**src/rtl/hydra_pkt_gen_if.sv**
```systemverilog
// rtl/hydra_pkt_gen_if.sv - hydra ingress write bus (framing strobes, packed data, per-port pause)
interface hydra_pkt_gen_if #(
  parameter int NUM_PORTS = 16,
  parameter int DATA_W    = 16
);
  logic [NUM_PORTS-1:0]        wr_sop;
  logic [NUM_PORTS-1:0]        wr_eop;
  logic [NUM_PORTS-1:0]        wr_vld;
  logic [NUM_PORTS*DATA_W-1:0] wr_data;
  logic [NUM_PORTS-1:0]        pause;

  modport master (output wr_sop, output wr_eop, output wr_vld, output wr_data, input pause);
  modport slave  (input wr_sop, input wr_eop, input wr_vld, input wr_data, output pause);
endinterface

```
**src/rtl/hydra_pkt_gen.sv**
```systemverilog
// rtl/hydra_pkt_gen.sv - multi-port framed packet generator; optional LFSR payload via HYDRA_PKT_GEN_LFSR_EN
module hydra_pkt_gen #(
  parameter int NUM_PORTS = 16,
  parameter int DATA_W    = 16,
  parameter int LEN_W     = 9,
  parameter int PRI_W     = 3,
  parameter int DEST_W    = 4,
  parameter int CNT_W     = 16,
  parameter int PORT_W    = $clog2(NUM_PORTS)
) (
  input  logic                 clk,
  input  logic                 rst_n,
  input  logic [NUM_PORTS-1:0] start,
  input  logic [LEN_W-1:0]     cfg_len,
  input  logic [PRI_W-1:0]     cfg_pri,
  input  logic [DEST_W-1:0]    cfg_dest,
  input  logic [CNT_W-1:0]     cfg_num,
  input  logic [CNT_W-1:0]     cfg_gap,
  input  logic [1:0]           cfg_mode,
  input  logic [DATA_W-1:0]    cfg_fill,
  hydra_pkt_gen_if.master      bus,
  output logic [NUM_PORTS-1:0] busy,
  output logic [NUM_PORTS-1:0] done,
  output logic [NUM_PORTS-1:0] err
);

  localparam int IDX_W = DATA_W - PORT_W;

  typedef enum logic [2:0] {S_IDLE, S_SOP, S_DATA, S_EOP, S_GAP} state_t;

  for (genvar p = 0; p < NUM_PORTS; p++) begin : g_port
    state_t              state;
    logic [LEN_W-1:0]    len_q;
    logic [PRI_W-1:0]    pri_q;
    logic [DEST_W-1:0]   dest_q;
    logic [CNT_W-1:0]    rem;
    logic [CNT_W-1:0]    gap_q;
    logic [CNT_W-1:0]    gap_cnt;
    logic [1:0]          mode_q;
    logic [DATA_W-1:0]   fill_q;
    logic [LEN_W-1:0]    idx;
    logic                sop_q, eop_q, vld_q, done_q, err_q;
    logic [DATA_W-1:0]   data_q;
    logic [DATA_W-1:0]   idx_word;
    logic [DATA_W-1:0]   payload;
    logic                pause_p;

    assign pause_p = bus.pause[p];

    // Index pattern: port number in the top bits, word index below, wrapping at the field width
    assign idx_word = (DATA_W'(p) << IDX_W) |
                      (DATA_W'(idx) & {{PORT_W{1'b0}}, {IDX_W{1'b1}}});

`ifdef HYDRA_PKT_GEN_LFSR_EN
    localparam logic [15:0] SEED = 16'hACE1 ^ 16'(p);
    logic [15:0] lfsr;
    logic        lfsr_fb;
    assign lfsr_fb = lfsr[0] ^ lfsr[2] ^ lfsr[3] ^ lfsr[5];
`endif

    // Payload word for the current index according to the latched mode
    always_comb begin
      payload = idx_word;
      if (mode_q == 2'd2) begin
        payload = fill_q;
      end
`ifdef HYDRA_PKT_GEN_LFSR_EN
      else if (mode_q == 2'd1) begin
        payload = DATA_W'(lfsr);
      end
`endif
    end

    // Per-port framing FSM with registered strobes; sop is issued in the same cycle a start is accepted
    always_ff @(posedge clk or negedge rst_n) begin
      if (!rst_n) begin
        state   <= S_IDLE;
        len_q   <= '0;
        pri_q   <= '0;
        dest_q  <= '0;
        rem     <= '0;
        gap_q   <= '0;
        gap_cnt <= '0;
        mode_q  <= '0;
        fill_q  <= '0;
        idx     <= '0;
        sop_q   <= 1'b0;
        eop_q   <= 1'b0;
        vld_q   <= 1'b0;
        done_q  <= 1'b0;
        err_q   <= 1'b0;
        data_q  <= '0;
`ifdef HYDRA_PKT_GEN_LFSR_EN
        lfsr    <= SEED;
`endif
      end else begin
        sop_q  <= 1'b0;
        eop_q  <= 1'b0;
        vld_q  <= 1'b0;
        err_q  <= 1'b0;
        // done trails the final eop by one cycle: eop just shown and nothing left to send
        done_q <= eop_q && (rem == '0);
        case (state)
          S_IDLE: begin
            if (start[p]) begin
              if (cfg_len == '0 || cfg_num == '0) begin
                err_q <= 1'b1;
              end else begin
                len_q  <= cfg_len;
                pri_q  <= cfg_pri;
                dest_q <= cfg_dest;
                rem    <= cfg_num;
                gap_q  <= cfg_gap;
                mode_q <= cfg_mode;
                fill_q <= cfg_fill;
                idx    <= '0;
`ifdef HYDRA_PKT_GEN_LFSR_EN
                lfsr   <= SEED;
`endif
                if (!pause_p) begin
                  sop_q  <= 1'b1;
                  data_q <= '0;
                  state  <= S_DATA;
                end else begin
                  state  <= S_SOP;
                end
              end
            end
          end
          S_SOP: begin
            if (!pause_p) begin
              sop_q  <= 1'b1;
              data_q <= '0;
              idx    <= '0;
`ifdef HYDRA_PKT_GEN_LFSR_EN
              // Reseed per packet so every frame of a run carries the same payload
              lfsr   <= SEED;
`endif
              state  <= S_DATA;
            end
          end
          S_DATA: begin
            if (!pause_p) begin
              vld_q  <= 1'b1;
              data_q <= (idx == '0) ? {len_q, pri_q, dest_q} : payload;
              idx    <= idx + LEN_W'(1);
`ifdef HYDRA_PKT_GEN_LFSR_EN
              if (idx != '0) begin
                lfsr <= {lfsr_fb, lfsr[15:1]};
              end
`endif
              if (idx == len_q - LEN_W'(1)) begin
                state <= S_EOP;
              end
            end
          end
          S_EOP: begin
            eop_q  <= 1'b1;
            data_q <= '0;
            rem    <= rem - CNT_W'(1);
            if (rem == CNT_W'(1)) begin
              state <= S_IDLE;
            end else if (gap_q == '0) begin
              state <= S_SOP;
            end else begin
              gap_cnt <= gap_q;
              state   <= S_GAP;
            end
          end
          S_GAP: begin
            if (gap_cnt == CNT_W'(1)) begin
              state <= S_SOP;
            end else begin
              gap_cnt <= gap_cnt - CNT_W'(1);
            end
          end
          default: state <= S_IDLE;
        endcase
      end
    end

    assign bus.wr_sop[p]                  = sop_q;
    assign bus.wr_eop[p]                  = eop_q;
    assign bus.wr_vld[p]                  = vld_q;
    assign bus.wr_data[p*DATA_W +: DATA_W] = data_q;
    assign busy[p]                        = (state != S_IDLE);
    assign done[p]                        = done_q;
    assign err[p]                         = err_q;
  end

endmodule

```
**src/flat_wrapper.sv**
```systemverilog
// flat-port wrapper written by rule: the top's interface ports become plain ports
module hydra_pkt_gen_flat 
#(
  parameter int NUM_PORTS = 16,
  parameter int DATA_W    = 16,
  parameter int LEN_W     = 9,
  parameter int PRI_W     = 3,
  parameter int DEST_W    = 4,
  parameter int CNT_W     = 16,
  parameter int PORT_W    = $clog2(NUM_PORTS)
)
  (clk, rst_n, start, cfg_len, cfg_pri, cfg_dest, cfg_num, cfg_gap, cfg_mode, cfg_fill, busy, done, err, bus_wr_sop, bus_wr_eop, bus_wr_vld, bus_wr_data, bus_pause);
  hydra_pkt_gen_if #(.NUM_PORTS(NUM_PORTS), .DATA_W(DATA_W)) bus_i ();
  input  logic clk;
  input  logic rst_n;
  input  logic [NUM_PORTS-1:0] start;
  input  logic [LEN_W-1:0] cfg_len;
  input  logic [PRI_W-1:0] cfg_pri;
  input  logic [DEST_W-1:0] cfg_dest;
  input  logic [CNT_W-1:0] cfg_num;
  input  logic [CNT_W-1:0] cfg_gap;
  input  logic [1:0] cfg_mode;
  input  logic [DATA_W-1:0] cfg_fill;
  output logic [NUM_PORTS-1:0] busy;
  output logic [NUM_PORTS-1:0] done;
  output logic [NUM_PORTS-1:0] err;
  output wire logic [$bits(bus_i.wr_sop)-1:0] bus_wr_sop;
  output wire logic [$bits(bus_i.wr_eop)-1:0] bus_wr_eop;
  output wire logic [$bits(bus_i.wr_vld)-1:0] bus_wr_vld;
  output wire logic [$bits(bus_i.wr_data)-1:0] bus_wr_data;
  input wire logic [$bits(bus_i.pause)-1:0] bus_pause;
  assign bus_wr_sop = bus_i.wr_sop;
  assign bus_wr_eop = bus_i.wr_eop;
  assign bus_wr_vld = bus_i.wr_vld;
  assign bus_wr_data = bus_i.wr_data;
  assign bus_i.pause = bus_pause;
  hydra_pkt_gen #(.NUM_PORTS(NUM_PORTS), .DATA_W(DATA_W), .LEN_W(LEN_W), .PRI_W(PRI_W), .DEST_W(DEST_W), .CNT_W(CNT_W), .PORT_W(PORT_W)) u_core (.clk(clk), .rst_n(rst_n), .start(start), .cfg_len(cfg_len), .cfg_pri(cfg_pri), .cfg_dest(cfg_dest), .cfg_num(cfg_num), .cfg_gap(cfg_gap), .cfg_mode(cfg_mode), .cfg_fill(cfg_fill), .bus(bus_i), .busy(busy), .done(done), .err(err));
endmodule
```
**config.mk**
```make
export PLATFORM = sky130hd
export DESIGN_NAME = hydra_pkt_gen_flat
export DESIGN_NICKNAME = d
export VERILOG_FILES = /design/src/rtl/hydra_pkt_gen_if.sv /design/src/rtl/hydra_pkt_gen.sv /design/src/flat_wrapper.sv
export SDC_FILE = /design/constraint.sdc
export NUM_CORES = 2
export LEC_CHECK = 0
export CAP_MARGIN = 20
export CORE_ASPECT_RATIO = 0.75
export CORE_UTILIZATION = 45
export CTS_CLUSTER_SIZE = 28
export DETAILED_ROUTE_END_ITERATION = 8
export SYNTH_ARGS = -nofsm -noshare
export SYNTH_HDL_FRONTEND = slang
export SYNTH_SLANG_ARGS = --single-unit
```
**constraint.sdc**
```tcl
create_clock -name clk -period 2.9 [get_ports clk]
set_input_delay 0.58 -clock clk [delete_from_list [all_inputs] [get_ports clk]]
set_output_delay 0.58 -clock clk [all_outputs]
set_load 0.01 [all_outputs]
```
# Word-level counts from Yosys, hierarchy flattened
# Index checks and enable logic that the tools add are counted.
totals:
  reg_bits: 1840
  input_bits: 100
op_classes:
  add_sub_neg: 64
  eq_ne: 272
  mux: 563
  bitwise: 1
  reduce_logical: 259
op_table:
  columns: ["cell", "n"]
  rows:
  - ["$mux 16", 161]
  - ["$pmux 16 s2", 32]
  - ["$pmux 16 s4", 16]
  - ["$logic_not 16->1", 33]
  - ["$eq 16x1->1 const B", 32]
  - ["$sub 16x1->16 const B", 32]
  - ["$mux 9", 49]
  - ["$pmux 9 s3", 16]
  - ["$mux 3", 128]
  - ["$pmux 3 s5", 16]
  - ["$ne 2x2->1 const B", 112]
  - ["$logic_not 9->1", 17]
  - ["$add 9x1->9 const B", 16]
  - ["$eq 9x9->1", 16]
  - ["$sub 9x1->9 const B", 16]
  - ["$reduce_and 4->1", 32]
  - ["$mux 1", 113]
  - ["$eq 3x2->1 const B", 32]
  - ["$reduce_and 3->1", 32]
  - ["$reduce_and 6->1", 16]
  - ["$reduce_bool 3->1", 32]
  - ["$reduce_and 5->1", 16]
  - ["$ne 2x1->1 const B", 32]
  - ["$reduce_bool 2->1", 32]
  - ["other kinds (10)", 130]

# Depth between registers and ports, before layout
logic_depth:
  word_depth: 5
  depth_mapped: 11
  mapped_depth_nobuf: 9

# Worst setup path after synthesis
# OpenSTA, ideal clock, no wires.
synth_timing:
  path_kind: "input port to flip-flop"
  start: "input port cfg_num[10]"
  end: "register u_core.g_port[9].data_q[12]"
  setup_ns: 0.127
  arrival_ns: 2.384
  slack_ns: 0.389
  stages: 10
  n_path_buf: 4
  path_cell_list: "buf_2 -> nor4_1 -> and4_1 -> buf_6 -> nor2_8 -> buf_6 -> nand2_2 -> a221oi_4 -> buf_6 -> mux2_1"
synth_between:
  elab_chain_cells: 4
synth_lines:
  columns: ["element", "line", "text"]
  rows:
  - ["start, declared", "flat_wrapper.sv:20", "input logic [CNT_W-1:0] cfg_num;"]
  - ["$logic_not 16->1", "hydra_pkt_gen.sv:106", "if (cfg_len == '0 || cfg_num == '0) begin"]
  - ["$logic_or 1x1->1", "hydra_pkt_gen.sv:106", null]
  - ["$ne 2x2->1 (no source line)", null, null]
  - ["$reduce_and 4->1 (no source line)", null, null]
  - ["end signal, assigned", "hydra_pkt_gen.sv:145", "data_q <= (idx == '0) ? {len_q, pri_q, dest_q} : payload;"]
  - ["end, declared", "hydra_pkt_gen.sv:43", "logic [DATA_W-1:0] data_q;"]
# Every way passes these cells.
# A chain may end at the register's enable or synchronous reset.

# Final worst setup path
layout_timing:
  start: "register u_core.g_port[9].state[1]"
  end: "output port busy[9]"
layout_between:
  elab_chain_cells: 1
layout_lines:
  columns: ["element", "line", "text"]
  rows:
  - ["start, declared", "hydra_pkt_gen.sv:32", "state_t state;"]
  - ["start signal, assigned", "hydra_pkt_gen.sv:77", "state <= S_IDLE;"]
  - ["start signal, assigned", "hydra_pkt_gen.sv:123", "state <= S_DATA;"]
  - ["start signal, assigned", "hydra_pkt_gen.sv:125", "state <= S_SOP;"]
  - ["$reduce_bool 3->1", "hydra_pkt_gen.sv:186", "assign busy[p] = (state != S_IDLE);"]
  - ["end, declared", "flat_wrapper.sv:24", "output logic [NUM_PORTS-1:0] busy;"]
# Every way passes these cells.

==> results.cfg <==
[outcome]
run_status = finished clean

[synthesis]
yosysWarningCount = 0
netlist_area_um2 = 96500
synthesis.nets = 10100
synth_cell_types = 112
synth-edff-count = 0
ys_seq_area_frac = 0.477
ys_dominant_reg_cell = dfrtp_1
syn_avg_cell_area_um2 = 9.74
synth-seq-cells = 1840
synth_cells = 9906
synthArstFlopShare = 1.00

[timing]
worstMarginPinSlew_ps = 967
slew_viol_final = 0
finalHoldViolations = 0
final.setup.worst_slack_ps = 51.9
max_freq_mhz = 351
slew_headroom = 0.356
final.period_utilization = 0.982
fin_hold_ws_ps = 373
fin_skew_ps = 64.9
fin_crit_ps = 2850
setup_violations = 0

[floorplan]
core_area_um2 = 212000
dieWidth_um = 537
dieArea_um2 = 216000
initial_core_util = 0.455
fp-row-count = 146
die_y_um = 403
num_io_pins = 452

[route]
firstDrtPassIters = 6
routed_wl_um = 329000
ant_nets = 0
avgRoutedWirePerCell_um = 24.7
vias_per_cell = 6.11
initialDrtViolationCount = 9459
vias = 81500
drc = 0

[power_and_ir_drop]
leakagePower_uw = 0.0481
power_density_nw_per_um2 = 1080
ir_worst_vdd_mv = 0.576

[place]
place_inst = 12900
hpwl_um = 222000
place_ws_ps = -947
dpl-instance-area_um2 = 106000
io_buffers = 451
routabilityCongestion = 0.917

[global_route]
grt_first_pass_wirelength_um = 491000
grt_max_degree = 117
antenna_found_initial = 29
grt_use_total = 0.299
grt-ovfl-total = 0
grt_pass1_vias = 76100

[setup_path]
crit_path_start_kind = flip-flop
cp_max_fo = 6
crit_arrival_ps = 2270
critPathKind = flip-flop to primary output
cp-end-kind = primary output
required_ps = 2320

[clocking]
clkTransAtPathRegs_ps = 60
clock_latency_ps = 850
cts_buffers = 196
clockRootBuffer = clkbuf_16
cts_tree = done
clkSinkCount = 1840
clk_path_buf_depth = 4
htreeDepth = 4

[finish]
design_area_um2 = 113000
final_layout_size_suffix_gt1_frac = 0.185
final_nets = 10600
final_util = 0.532
area_delta_synth_final_pct = 17.0
layout.cells.non_filler = 13300

[run]
max_cap_violations = 0

[worst_hold_path]
holdCritPathClass = input pin to asynchronous set/reset pin
critical path: stages (launching register included):
cell	delay, ps
dfrtp_2	440
or2_2	350
nor2_4	190
inv_1	120
dlygate4sd2_1	310
final timing paths:
path | start | endpoint | slack, ps | depth (start not counted)
max | u_core.g_port[9].state[1] | busy[9] | 50 | 4
min | rst_n | u_core.g_port[13].rem[4] | 370 | 2
max reg2reg | u_core.g_port[8].len_q[1] | u_core.g_port[8].state[0] | 110 | 8
min reg2reg | u_core.g_port[12].pri_q[0] | u_core.g_port[12].pri_q[0] | 480 | 2
max in group asynchronous | rst_n | u_core.g_port[9].mode_q[0] | 1430 | 4
min in group clk | cfg_mode[1] | u_core.g_port[12].mode_q[1] | 400 | 3
cell type report:
class,count,area [µm²]
diodes,15,37.5
inverters,310,1170
flip-flops and latches,1840,46100
well taps,2812,3520
repair buffers,1022,9990
clock buffers,287,5730
clock inverters,55,629
fillers,18600,99200
multi-input cells,6984,45800
flip-flops by register name (all words and copies together) (netlist names):
| signal | flops |
|---|---|
| u_core.g_port.data_q | 256 |
| u_core.g_port.fill_q | 256 |
| u_core.g_port.gap_cnt | 256 |
| u_core.g_port.gap_q | 256 |
| u_core.g_port.rem | 256 |
| u_core.g_port.idx | 144 |
| u_core.g_port.len_q | 144 |
| u_core.g_port.dest_q | 64 |
| u_core.g_port.pri_q | 48 |
| u_core.g_port.state | 48 |
| u_core.g_port.mode_q | 32 |
| u_core.g_port.done_q | 16 |
| u_core.g_port.eop_q | 16 |
| u_core.g_port.err_q | 16 |
| u_core.g_port.sop_q | 16 |
| u_core.g_port.vld_q | 16 |
cell usage after synthesis (45+ instances only):
library cell,n,area share
nand2_1,710,0.028
a21oi_1,735,0.038
or3_1,64,0.0041
buf_4,117,0.0091
o21ai_0,818,0.042
nor2b_1,51,0.0033
nand3_1,236,0.012
a211oi_1,145,0.011
and2_1,45,0.0029
mux2i_1,117,0.012
ha_1,112,0.015
a22oi_1,114,0.0089
and3_1,110,0.0071
buf_2,125,0.0065
o31ai_1,49,0.0038
a31oi_1,111,0.0072
clkbuf_1,486,0.019
xor2_1,74,0.0067
mux2_2,886,0.10
nor3_1,307,0.016
nor4_1,237,0.015
xnor2_1,121,0.011
nor2_1,925,0.036
o211ai_1,56,0.0044
o22ai_1,68,0.0044
dfrtp_1,1840,0.48
nand4_1,68,0.0044
nand2b_1,46,0.0030
inv_1,299,0.012
o2bb2ai_1,46,0.0042
o22a_1,68,0.0062
cell usage in the layout (no fill, tap or decap), drive strengths merged, types with 35 or more instances in the layout:
| cell type | n |
|---|---|
| ha | 112 |
| o21ai | 829 |
| xnor2 | 121 |
| buf | 575 |
| clkdlybuf4s50 | 432 |
| o22a | 68 |
| nand4 | 68 |
| o211ai | 56 |
| nand2 | 714 |
| a31oi | 111 |
| nor2 | 927 |
| nor2b | 51 |
| a22oi | 115 |
| mux2i | 117 |
| and2 | 47 |
| o31ai | 53 |
| nand2b | 46 |
| nor3 | 311 |
| o22ai | 68 |
| nor3b | 42 |
| dfrtp | 1840 |
| a21oi | 747 |
| nand3b | 40 |
| or3 | 66 |
| mux2 | 951 |
| or4 | 35 |
| inv | 308 |
| nor4 | 243 |
| clkbuf | 287 |
| o2bb2ai | 46 |
| and3 | 110 |
| xor2 | 74 |
| a211oi | 146 |
| clkinv | 40 |
| nand3 | 244 |
| o21a | 43 |
report_power, final:
part | leakage (µW) | switching (µW) | internal [µW]
combinational | 0.0221 | 27600 | 23300
clock | 0.00313 | 10800 | 14700
sequential | 0.0229 | 10200 | 35900
total | 0.0481 | 48600 | 73900
routing by layer:
metal / global-route usage / vias up / wire length, µm
met5: 0 / - / 33
met4: 0.0892 / 4 / 10200
met3: 0.0556 / 525 / 28100
met2: 0.425 / 3466 / 139000
met1: 0.456 / 40800 / 152000
li1: - / 36600 / -
repair_timing:
action	4_1_cts	5_1_grt
pin swaps	5	4
buffers inserted	9	11
hold endpoints to repair	25	0
endpoints found under the setup margin	32	35
hold buffers	1	0
resized for setup	39	8
per-stage QoR:
stage               TNS (ps)  total power, µW
global route           -2.60           130000
finish                     0           122000
CTS                    -7.30           122000
global placement     -679650            94000
floorplan                  0            76800
detailed placement   -614710            95800
cells by family after synthesis:
| logic type | share of synthesized area |
|---|---|
| DFF | 0.477 |
| and+or+nand+nor | 0.154 |
| muxes | 0.124 |
| adders and majority gates | 0.0146 |
| AOI/OAI and AO/OA | 0.163 |
| xor gates and xnor gates | 0.0177 |
| buffers and inverters | 0.0502 |
Note: power is estimated with default switching activity, not from simulation.
